## src/rtl/riscv_pkg.sv

```systemverilog
// Shared RISC-V definitions for the writeback stage: writeback source select,
// load opcode and funct3 encodings, and default datapath sizes.
package riscv_pkg;

    localparam int unsigned XLEN_DEFAULT      = 32;
    localparam int unsigned REG_COUNT_DEFAULT = 32;

    typedef enum logic [1:0] {
        WB_ALU = 2'd0,
        WB_MEM = 2'd1,
        WB_PC4 = 2'd2,
        WB_RSV = 2'd3
    } wb_sel_e;

    localparam logic [6:0] OPC_LOAD = 7'b0000011;

    localparam logic [2:0] F3_LB  = 3'b000;
    localparam logic [2:0] F3_LH  = 3'b001;
    localparam logic [2:0] F3_LW  = 3'b010;
    localparam logic [2:0] F3_LBU = 3'b100;
    localparam logic [2:0] F3_LHU = 3'b101;

endpackage

```

## src/rtl/load_extend.sv

```systemverilog
// Picks the addressed byte/halfword out of an aligned load word and sign- or
// zero-extends it according to funct3; full words pass through.
module load_extend
    import riscv_pkg::*;
#(
    parameter int unsigned XLEN = XLEN_DEFAULT
) (
    input  logic [XLEN-1:0] mem_i,
    input  logic [2:0]      funct3,
    input  logic [1:0]      offset,
    output logic [XLEN-1:0] ext_data
);

    logic [7:0]  byte_v;
    logic [15:0] half_v;

    // Halfword select ignores offset[0]: misaligned halves are not trapped here.
    assign byte_v = mem_i[{offset, 3'b000} +: 8];
    assign half_v = mem_i[{offset[1], 4'b0000} +: 16];

    always_comb begin
        ext_data = mem_i;
        case (funct3)
            F3_LB:   ext_data = {{(XLEN-8){byte_v[7]}}, byte_v};
            F3_LBU:  ext_data = {{(XLEN-8){1'b0}}, byte_v};
            F3_LH:   ext_data = {{(XLEN-16){half_v[15]}}, half_v};
            F3_LHU:  ext_data = {{(XLEN-16){1'b0}}, half_v};
            default: ext_data = mem_i;
        endcase
    end

endmodule

```

## src/rtl/wb_stage_regfile.sv

```systemverilog
// Writeback stage: selects the writeback value, commits it to the integer register
// file, serves two ID read ports with optional same-cycle bypass, counts retirements.
module wb_stage_regfile
    import riscv_pkg::*;
#(
    parameter int unsigned XLEN         = XLEN_DEFAULT,
    parameter int unsigned REG_COUNT    = REG_COUNT_DEFAULT,
    parameter bit          WRITE_BYPASS = 1'b1,
    parameter int unsigned CNT_W        = 64
) (
    input  logic             clk,
    input  logic             reset,
    input  logic [XLEN-1:0]  mem_i,
    input  logic [XLEN-1:0]  pc_plus_four_i,
    input  logic [31:0]      inst_i,
    input  logic [XLEN-1:0]  alu_out_i,
    input  logic [1:0]       wb_sel_i,
    input  logic             regWEn_i,
    input  logic [4:0]       rs1_addr_i,
    input  logic [4:0]       rs2_addr_i,
    output logic [XLEN-1:0]  rs1_data_o,
    output logic [XLEN-1:0]  rs2_data_o,
    output logic [XLEN-1:0]  wb_data_o,
    output logic [4:0]       wb_rd_o,
    output logic             wb_en_o,
    output logic [CNT_W-1:0] instret_o
);

    logic [XLEN-1:0]  regs [REG_COUNT];
    logic [CNT_W-1:0] instret_q;
    logic [XLEN-1:0]  load_data;

    load_extend #(
        .XLEN (XLEN)
    ) u_load_extend (
        .mem_i    (mem_i),
        .funct3   (inst_i[14:12]),
        .offset   (alu_out_i[1:0]),
        .ext_data (load_data)
    );

    assign wb_rd_o   = inst_i[11:7];
    assign wb_en_o   = regWEn_i && (wb_rd_o != 5'd0);
    assign instret_o = instret_q;

    always_comb begin
        wb_data_o = alu_out_i;
        case (wb_sel_e'(wb_sel_i))
            WB_MEM:  wb_data_o = load_data;
            WB_PC4:  wb_data_o = pc_plus_four_i;
            default: wb_data_o = alu_out_i;
        endcase
    end

    // Only the bypass compare touches the writeback path; the array read stays direct.
    function automatic logic [XLEN-1:0] read_port(input logic [4:0] addr);
        if (addr == 5'd0) begin
            return '0;
        end else if (WRITE_BYPASS && wb_en_o && (addr == wb_rd_o)) begin
            return wb_data_o;
        end else begin
            return regs[addr];
        end
    endfunction

    always_comb begin
        rs1_data_o = read_port(rs1_addr_i);
        rs2_data_o = read_port(rs2_addr_i);
    end

    always_ff @(posedge clk) begin
        if (reset) begin
            for (int i = 0; i < int'(REG_COUNT); i++) begin
                regs[i] <= '0;
            end
            instret_q <= '0;
        end else begin
            if (wb_en_o) begin
                regs[wb_rd_o] <= wb_data_o;
            end
            if (inst_i != 32'd0) begin
                instret_q <= instret_q + CNT_W'(1);
            end
        end
    end

endmodule

```

## config.mk

```make
export PLATFORM = sky130hd
export DESIGN_NAME = wb_stage_regfile
export DESIGN_NICKNAME = d
export VERILOG_FILES = /design/src/rtl/riscv_pkg.sv /design/src/rtl/load_extend.sv /design/src/rtl/wb_stage_regfile.sv
export SDC_FILE = /design/constraint.sdc
export NUM_CORES = 2
export LEC_CHECK = 0
export CORE_MARGIN = 2
export CORE_UTILIZATION = 30
export CTS_BUF_LIST = sky130_fd_sc_hd__clkbuf_2 sky130_fd_sc_hd__clkbuf_4 sky130_fd_sc_hd__clkbuf_8
export DETAILED_ROUTE_END_ITERATION = 10
export GPL_TIMING_DRIVEN = 0
export SYNTH_ARGS = -nofsm -noshare
export SYNTH_HDL_FRONTEND = slang
export SYNTH_SLANG_ARGS = --single-unit
export TNS_END_PERCENT = 5
```

## constraint.sdc

```tcl
create_clock -name clk -period 6.3 [get_ports clk]
set_input_delay 1.89 -clock clk [delete_from_list [all_inputs] [get_ports clk]]
set_output_delay 1.89 -clock clk [all_outputs]
set_load 0.05 [all_outputs]
```

==> out/results.ini <==
[setup_path]
critPathArrivalTime_ns = 4.61
path_class = input port to output port
cp-end-kind = output port
cp.required_ns = 4.41
cp_max_fo = 10
start_kind = input port

[detailed_routing]
routedWlPerCell_um = 41.2
via_per_inst = 6.20
ant_nets = 0
dr.pass1.iters = 8
routed_wl_um = 323000
vias = 48700
drcViolationCount = 0
drt_iter0_markers = 8498

[floorplanning]
num_rows = 160
die_h_um = 441
dieArea_mm2 = 0.194
fp.dieW_um = 441
pin_count = 309
fp.coreArea_mm2 = 0.190
start_util_pct = 30.2

[synth]
synth_mux_area_share_pct = 21.4
async_reset_ff_share_pct = 0
synth_area_per_cell_um2 = 12.6
synth_top_area_cell = edfxtp_1
yosys.cell_types.count = 62
synth_top_family_by_area = multiplexers
netlist_area_mm2 = 0.0572
yosys_warnings = 0
synth_xor_area_share_pct = 0.918
synth-compound-area-share_pct = 6.59
ys_seq_area_share_pct = 55.9
yosys.area_share.simple_pct = 11.4
synth_edf_count = 1023
synth-main-ff-cell = edfxtp_1
synth_area_leaders = edfxtp_1 (54%), mux4_2 (14%), mux2i_1 (7.4%)
ys_ff_latch = 1087
syn_inst = 4546
synth_fa_ha_area_share_pct = 0.0656
post-synth-top-area-fraction_pct = 53.7

[sta]
fin_ws_ns = -0.205
skew_ns = 0.0241
hold_viol = 0
worst_slew_pin_slew_ns = 1.72
maxSlewHeadroom_pct = -14.6
rsz0062_at_grt = true
fin_crit_ns = 6.50
layout_worst_path_cycle_share_pct = 103
setup_violations = 48
slew_violations = 11
max_freq_mhz = 154
holdWs_ns = 0.528

[grt]
grt_max_degree = 33
overflow = 0
antenna_found_initial = 14
first_global_vias = 46500
grt_pass1_wl_um = 422000
grt_usage_pct = 32.7

[finish]
drive_gt1_share_pct = 26.9
finalNetCount = 5315
area_growth_pct = 26.7
nFillCells = 18300
final_util_pct = 38.2

[outcome]
violations = capacitance limit, slew limit, setup timing
status = complete, but fails checks

[cts]
numCtsBuffers = 191
cts-root-buf = clkbuf_8
tritoncts = done
insertion_delay_ns = 0.96
cts.sinks = 1087
h-tree-depth = 4
clock_path_buffers = 3
clk_pin_slew_worst_paths_ns = 0.06

[job]
cap_violations = 1

[placement]
globalplace.congestion = 1.06
dpl.hpwl_um = 227000
port_buffers = 295

[hold_path]
hold_class = flip-flop to flip-flop

[pwr]
ir_drop_mv = 0.225
power.static_leakage_nw = 25.5
total_power_w = 0.0195
cellPowerDensity_mw_per_mm2 = 268

[Yosys cell counts, types with 52 or more instances]
master and instances:
edfxtp_1 1023, dfxtp_1 64, nand3_1 73, clkbuf_1 337, mux4_2 351, inv_1 57
a21oi_1 56, nor2b_1 52, nand2_1 110, nor3_1 77, mux2i_1 423, a22oi_1 117
buf_2 93, a211oi_1 113, o21ai_0 89, nor2_1 1095
[metal layers]
| metal | track usage [%] | up-vias | share of wire [%] |
|---|---|---|---|
| met4 | 23.6 | 4 | 9.0 |
| met2 | 47.7 | 4459 | 42 |
| met1 | 38.7 | 24700 | 34 |
| met5 | 0 | - | 0.011 |
| met3 | 13.7 | 1080 | 14 |
| li1 | - | 18400 | - |
[critical path, stage by stage]
cell      delay, ns
buf_4          0.21
buf_12         0.21
buf_4          0.28
buf_8          0.34
mux4_2         0.27
nand4_1        0.36
nand4b_1       0.25
nor3_1         0.10
a211oi_4       0.44
buf_6          0.23
[cell type report]
type | instances | area [um^2] | area share (%)
Buffer | 453 | 4010 | 5.52
Sequential cell | 1087 | 32000 | 44.1
Inverter | 59 | 235 | 0.324
Antenna cell | 16 | 40.0 | 0.0552
Clock buffer | 249 | 3070 | 4.23
Tap cell | 2511 | 3140 | 4.33
Timing Repair Buffer | 412 | 4220 | 5.82
Clock inverter | 96 | 658 | 0.908
Multi-Input combinational cell | 2965 | 25100 | 34.7
[path summary, 6_finish.rpt]
kind,from,endpoint,slack [ns],depth (start not counted)
min,instret_o[9],instret_o[9],0.53,2
max reg2reg,instret_o[13],instret_o[61],3.63,6
min reg2reg,instret_o[9],instret_o[9],0.53,2
max,rs1_addr_i[1],rs1_data_o[13],-0.20,10
[per-stage QoR]
step / cell area [um^2] / cells / TNS, ns / worst slack [ns]
floorplan: 57600 / 4576 / -0.859 / -0.243
global placement: 63700 / 7382 / -1514.44 / -4.41
detailed placement: 64600 / 7420 / -767.93 / -4.22
CTS: 72000 / 7807 / -0.888 / -0.0878
global route: 72500 / 7834 / -1.55 / -0.201
finish: 72500 / 7848 / -3.84 / -0.205
[power breakdown]
part	total, W	internal, W	switching, W
Sequential	0.00850	0.00828	0.000221
Combinational	0.00419	0.00136	0.00284
Clock	0.00677	0.00344	0.00333
Total	0.0195	0.0131	0.00639
[registers in the layout, indices dropped and copies added (netlist names)]
register	count
instret_o	64
regs	1023
[what timing repair did]
item,4_1_cts,5_1_grt
buffers inserted,53,25
pin swaps,53,16
hold buffers,0,0
setup endpoints to repair,274,91
gates cloned,1,0
gates resized for setup,1350,146
[placed cells by master, fill, tap and decap left out, types with 22 or more instances in the layout]
master           synthesis  layout
buf_2                   93      41
clkbuf_4                 0     108
buf_6                    0      55
a211oi_1               113      50
nor3_1                  77      50
clkbuf_2                 0      39
nor2_1                1095    1085
edfxtp_1              1023    1023
clkinv_1                 1      45
a22oi_1                117     112
nand3_1                 73      69
buf_12                   0      73
nor2b_1                 52      48
clkinv_2                 0      28
dfxtp_1                 64      64
buf_4                    6      98
nand4_1                 22      22
o21ai_0                 89      58
a221oi_1                49      30
mux4_2                 351     351
clkbuf_1               337     180
clkdlybuf4s15_2          0      32
clkdlybuf4s50_1          0     184
a21oi_1                 56      41
conb_1                   1      31
xnor2_1                 45      45
mux2i_1                423     403
nand2_1                110     104
clkbuf_8                 0     229
buf_8                    0      43
inv_1                   57      54
a211oi_2                 0      45
a22o_1                  24      22
[kinds of logic after synthesis]
family | Yosys count
xor gates and xnor gates | 60
buffers and inverters | 524
muxes | 782
DFF | 1087
other | 1
AOI/OAI and AO/OA | 542
and+or+nand+nor | 1547
adders and majority gates | 3
Power figures use the tool's default switching activity.
